`src/rtl/switch_rr_scheduler.sv`:
```
// Round-robin scheduler and output-flow controller for one router switch.
// Arbitrates the ACK FIFO and input ports 0-2. It moves one packet at a time
// to output port 0 (local), 1 (src-1) or 2 (src+1). Packets that cannot be
// routed, or that stall too long on a full output, are dropped and counted.
module switch_rr_scheduler #(
  parameter int ROUTER_WIDTH = 2,
  parameter int AURORA_WIDTH = 256,
  parameter int RD_LATENCY   = 1,
  parameter int STALL_LIMIT  = 255
) (
  input  logic                      clk,
  input  logic                      rst,
  input  logic [ROUTER_WIDTH-1:0]   src_router,
  input  logic [3:0]                empty_in,
  output logic [3:0]                rd_in,
  input  logic [4*AURORA_WIDTH-1:0] data_in,
  input  logic [2:0]                full_out,
  output logic [2:0]                we_out,
  output logic [AURORA_WIDTH-1:0]   data_out,
  output logic [ROUTER_WIDTH-1:0]   pkt_dst_router,
  input  logic [ROUTER_WIDTH-1:0]   next_router,
  output logic [1:0]                grant_id,
  output logic                      busy,
  output logic [15:0]               drop_count
);

  localparam int WCW = $clog2(RD_LATENCY + 1);
  localparam int SCW = $clog2(STALL_LIMIT + 1);

  typedef enum logic [2:0] {
    ST_IDLE,
    ST_READ,
    ST_WAIT,
    ST_ROUTE,
    ST_SEND
  } state_t;

  state_t                    state, state_d;
  logic [1:0]                ptr;
  logic [1:0]                target;
  logic [WCW-1:0]            wait_cnt;
  logic [SCW-1:0]            stall_cnt;
  logic [AURORA_WIDTH-1:0]   data_reg;

  logic                      found;
  logic [1:0]                pick;
  logic [1:0]                idx;
  logic                      route_ok;
  logic [1:0]                route_port;
  logic                      full_sel;
  logic                      drop;
  logic [ROUTER_WIDTH-1:0]   src_plus;
  logic [ROUTER_WIDTH-1:0]   src_minus;

  assign src_plus       = src_router + ROUTER_WIDTH'(1);
  assign src_minus      = src_router - ROUTER_WIDTH'(1);
  assign pkt_dst_router = data_reg[ROUTER_WIDTH+1:2];
  assign busy           = (state != ST_IDLE);

  // Next-state decode: round-robin search, route lookup and drop decisions.
  always_comb begin
    // NOTE: every variable gets a default first so no path leaves it unassigned (no latch).
    state_d    = state;
    found      = 1'b0;
    pick       = ptr;
    idx        = 2'd0;
    route_ok   = 1'b0;
    route_port = 2'd0;
    full_sel   = 1'b1;
    drop       = 1'b0;

    for (int k = 0; k < 4; k++) begin
      idx = ptr + 2'(k);
      if (!found && !empty_in[idx]) begin
        found = 1'b1;
        pick  = idx;
      end
    end

    // +1 is checked first so it wins when ROUTER_WIDTH=1 makes +1 equal -1.
    if (next_router == src_plus) begin
      route_ok   = 1'b1;
      route_port = 2'd2;
    end else if (next_router == src_minus) begin
      route_ok   = 1'b1;
      route_port = 2'd1;
    end else if (next_router == src_router) begin
      route_ok   = 1'b1;
      route_port = 2'd0;
    end

    case (target)
      2'd0:    full_sel = full_out[0];
      2'd1:    full_sel = full_out[1];
      2'd2:    full_sel = full_out[2];
      default: full_sel = 1'b1;
    endcase

    case (state)
      ST_IDLE:  if (found) state_d = ST_READ;
      ST_READ:  state_d = ST_WAIT;
      ST_WAIT:  if (wait_cnt == '0) state_d = ST_ROUTE;
      ST_ROUTE: begin
        if (route_ok) begin
          state_d = ST_SEND;
        end else begin
          state_d = ST_IDLE;
          drop    = 1'b1;
        end
      end
      ST_SEND: begin
        if (!full_sel) begin
          state_d = ST_IDLE;
        end else if (stall_cnt == SCW'(STALL_LIMIT - 1)) begin
          state_d = ST_IDLE;
          drop    = 1'b1;
        end
      end
      default:  state_d = ST_IDLE;
    endcase
  end

  // State, datapath and registered outputs; reset overrides everything.
  always_ff @(posedge clk) begin
    if (rst) begin
      // NOTE: data_reg is reset too because pkt_dst_router decodes it and must read 0 after reset.
      state      <= ST_IDLE;
      ptr        <= 2'd0;
      target     <= 2'd0;
      wait_cnt   <= '0;
      stall_cnt  <= '0;
      data_reg   <= '0;
      rd_in      <= 4'b0000;
      we_out     <= 3'b000;
      data_out   <= '0;
      grant_id   <= 2'd0;
      drop_count <= 16'd0;
    end else begin
      // NOTE: non-blocking assignments so every register samples pre-edge values.
      state    <= state_d;
      rd_in    <= 4'b0000;
      we_out   <= 3'b000;
      data_out <= '0;

      case (state)
        ST_IDLE: begin
          if (found) begin
            grant_id <= pick;
            rd_in    <= 4'b0001 << pick;
            ptr      <= pick + 2'd1;
          end
        end
        ST_READ:  wait_cnt <= WCW'(RD_LATENCY - 1);
        ST_WAIT: begin
          wait_cnt <= wait_cnt - WCW'(1);
          if (wait_cnt == '0)
            data_reg <= data_in[int'(grant_id)*AURORA_WIDTH +: AURORA_WIDTH];
        end
        ST_ROUTE: begin
          target    <= route_port;
          stall_cnt <= '0;
        end
        ST_SEND: begin
          if (!full_sel) begin
            we_out   <= 3'b001 << target;
            data_out <= data_reg;
          end else begin
            stall_cnt <= stall_cnt + SCW'(1);
          end
        end
        default: ;
      endcase

      if (drop && drop_count != 16'hFFFF)
        drop_count <= drop_count + 16'd1;
    end
  end

endmodule

```
`config.mk`:
```
export PLATFORM = sky130hd
export DESIGN_NAME = switch_rr_scheduler
export DESIGN_NICKNAME = d
export VERILOG_FILES = /design/src/rtl/switch_rr_scheduler.sv
export SDC_FILE = /design/constraint.sdc
export NUM_CORES = 1
export LEC_CHECK = 0
export CORE_AREA = 2 2 516 518
export DETAILED_ROUTE_END_ITERATION = 8
export DIE_AREA = 0 0 518 520
export RECOVER_POWER = 25
export SLEW_MARGIN = 20
export SYNTH_ARGS = -nofsm -noshare
export SYNTH_HDL_FRONTEND = slang
export SYNTH_SLANG_ARGS = --single-unit
```
`constraint.sdc`:
```
create_clock -name clk -period 3.3 [get_ports clk]
set_clock_uncertainty 0.2 [all_clocks]
set_input_delay 0.66 -clock clk [delete_from_list [all_inputs] [get_ports clk]]
set_output_delay 0.66 -clock clk [all_outputs]
set_load 0.01 [all_outputs]
```
==> impl_metrics.py <==
metrics = {
    "cells_and_area": {
        "drive_above_1_share_pct": 12.9,
        "syn_to_final_growth_pct": 86.0,
        "nets": 4535,
        "design_area_sq_um": 44100,
    },
    "setup_path": {
        "cp_cell_sequence": "dlygate4sd3_1, clkbuf_2, nor3b_1, buf_12, buf_12, and2_1",
        "cp-end-kind": "flop",
        "cp_common_cell": "buf_12",
        "path_delay_family": "buffers and inverters",
        "critPathBufInv": 4,
        "criticalPathCategory": "in2reg",
        "worstPathRequired_ns": 3.76,
        "max_stage_delay_ns": 0.98,
        "start_kind": "input pin",
        "arrival_ns": 3.58,
        "critPathMaxFanout": 52,
        "worst_path_max_delay_cell": "nor3b_1",
    },
    "drt": {
        "firstDrtPassIters": 6,
        "wirelength_um": 246000,
        "via_count": 25300,
        "viasPerCell": 3.51,
        "drtAntennaViolNets": 0,
        "dr.first_iter.drc_count": 2179,
        "routedWlPerCell_um": 34.2,
        "drc": 0,
    },
    "global_routing": {
        "antenna_found_initial": 340,
        "grt_max_degree": 84,
        "grt_use_total_pct": 17.7,
        "first_global_vias": 24400,
        "grt_first_pass_wirelength_um": 299000,
        "globalRouteOverflowTotal": 0,
    },
    "logic_synthesis": {
        "ys.flop_type": "dfxtp_1",
        "syn_avg_cell_area_sq_um": 10.7,
        "synth_common_cells": "553 x dfxtp_1, 528 x nand2_1, 279 x a21oi_1",
        "synth_seq_area_share_pct": 46.7,
        "ys_ff_latch": 553,
        "ys_async_sr_fraction_pct": 0,
        "yosysWarnings": 0,
        "yosysUniqueCellTypes": 50,
        "netlist_top_cells_area": "dfxtp_1 47%, mux4_2 24%, nand2_1 8.4%",
        "synth_top_cell_area_share_pct": 46.7,
        "synth_edf_count": 0,
        "syn-num-nets": 3251,
        "yosys.area.top_type": "dfxtp_1",
        "synthCells": 2211,
        "yosysMostFrequentCell": "dfxtp_1",
        "synth_area_sq_um": 23700,
    },
    "timing": {
        "finalSetupViolCount": 0,
        "maxSlewViolCount": 0,
        "slew_headroom_pct": 17.4,
        "fin_crit_ns": 3.12,
        "worst_pin_slew_ns": 1.22,
        "rsz0062_at_grt": "false",
        "hold_violations": 0,
        "fmax_mhz": 320,
        "tns_ns": 0,
        "fin_crit_sh_pct": 94.6,
    },
    "floorplanning": {
        "rows": 189,
        "ioPinCount": 1321,
        "initial_core_util_pct": 8.99,
        "core_sq_um": 264000,
        "die-area_sq_um": 269000,
        "die_w_um": 518,
        "die_h_um": 520,
    },
    "placement": {
        "hpwl_um": 221000,
        "place.gp.congestion": 1.11,
        "placed_area_sq_um": 41500,
        "io_buffer_count": 1320,
    },
    "run_status": {
        "outcome": "complete, no violations",
    },
    "cts": {
        "clock_latency_ns": 0.70,
        "cts_root_buf": "clkbuf_16",
        "cts_resized": 0,
        "cts_tree": "done",
        "numCtsBuffers": 70,
        "htreeDepth": 3,
        "cts_buffer_depth": 3,
        "cts.clk_slew.worst_paths_ns": 0.07,
        "post-cts-setup-buffers": 0,
        "clock-sinks": 553,
    },
    "power": {
        "ir_drop_v": 0.000334,
        "p_leak_nw": 14.2,
        "power.density_nw_per_um2": 461,
    },
    "run": {
        "cap_violations": 0,
    },
    "hold_path": {
        "hold_path.class": "reg2reg",
    },
}
-- worst paths after layout --
kind              slack [ns]  cells past startpoint    startpoint             to
setup / recovery        0.18                      6           rst  data_out[205]
hold / removal          0.21                      1  data_reg[93]   data_out[93]
setup reg to reg        0.33                      6     target[0]  data_out[205]
hold reg to reg         0.21                      1  data_reg[93]   data_out[93]
-- layout by cell type, fill, tap and decap left out, types with 11 or more instances in the layout --
cell	netlist	routed
nand2_1	528	528
clkbuf_16	0	70
nand3_1	13	13
a21oi_1	279	279
o31ai_1	11	11
clkdlybuf4s50_1	0	1315
or4_1	11	11
mux4_2	256	256
clkbuf_1	77	19
diode_2	0	126
buf_12	0	30
buf_4	5	44
nor2_1	28	27
dfxtp_1	553	551
and2_1	258	250
-- where the power goes --
| part | internal, mW | switching [mW] | total (mW) |
|---|---|---|---|
| Clock | 4.47 | 3.68 | 8.15 |
| Combinational | 2.60 | 2.24 | 4.84 |
| Sequential | 7.00 | 0.335 | 7.33 |
| Total | 14.1 | 6.26 | 20.3 |
-- logic make-up after synthesis --
kind of cell,after synthesis,synth area share [%]
simple gates,879,17.5
flops,553,46.7
compound gates,313,7.01
mux,262,24.6
buf+inv,192,3.74
xor+xnor,9,0.332
fa+ha+maj,3,0.158
-- repair_timing --
item	4_1_cts	5_1_grt
hold buffers	1	0
endpoints found under the hold margin	1	0
endpoints found under the setup margin	0	0
-- stage by stage --
step	hold slack [ns]	worst slack, ns	util [%]	power (mW)	cells
after CTS	0.210	0.146	16.6	20.7	7084
after detailed placement	0.239	0.295	15.7	12.4	6955
final	0.209	0.179	16.7	20.3	7210
after floorplan	0.230	1.05	-	9.54	2211
after global placement	0.235	0.322	15.7	12.3	6955
after global routing	0.232	0.101	16.6	21.2	7137
-- metal layers --
metal	track usage, %	part of all wire (%)	vias up
met5	0	0.57	-
met4	7.33	4.5	214
met3	12.8	17	635
met2	25.3	41	1875
met1	19.9	38	12100
li1	-	-	10500
-- cell type report --
cell class / instances / area, sq um
antenna: 126 / 315
clock buffer: 87 / 1860
clock inverter: 41 / 548
fill: 29300 / 220000
inverter: 6 / 22.5
multi-input combinational: 1466 / 11700
sequential: 553 / 11100
tap: 3533 / 4420
timing repair buffer: 1398 / 14100
No activity file was read; power rests on OpenSTA's default activity.
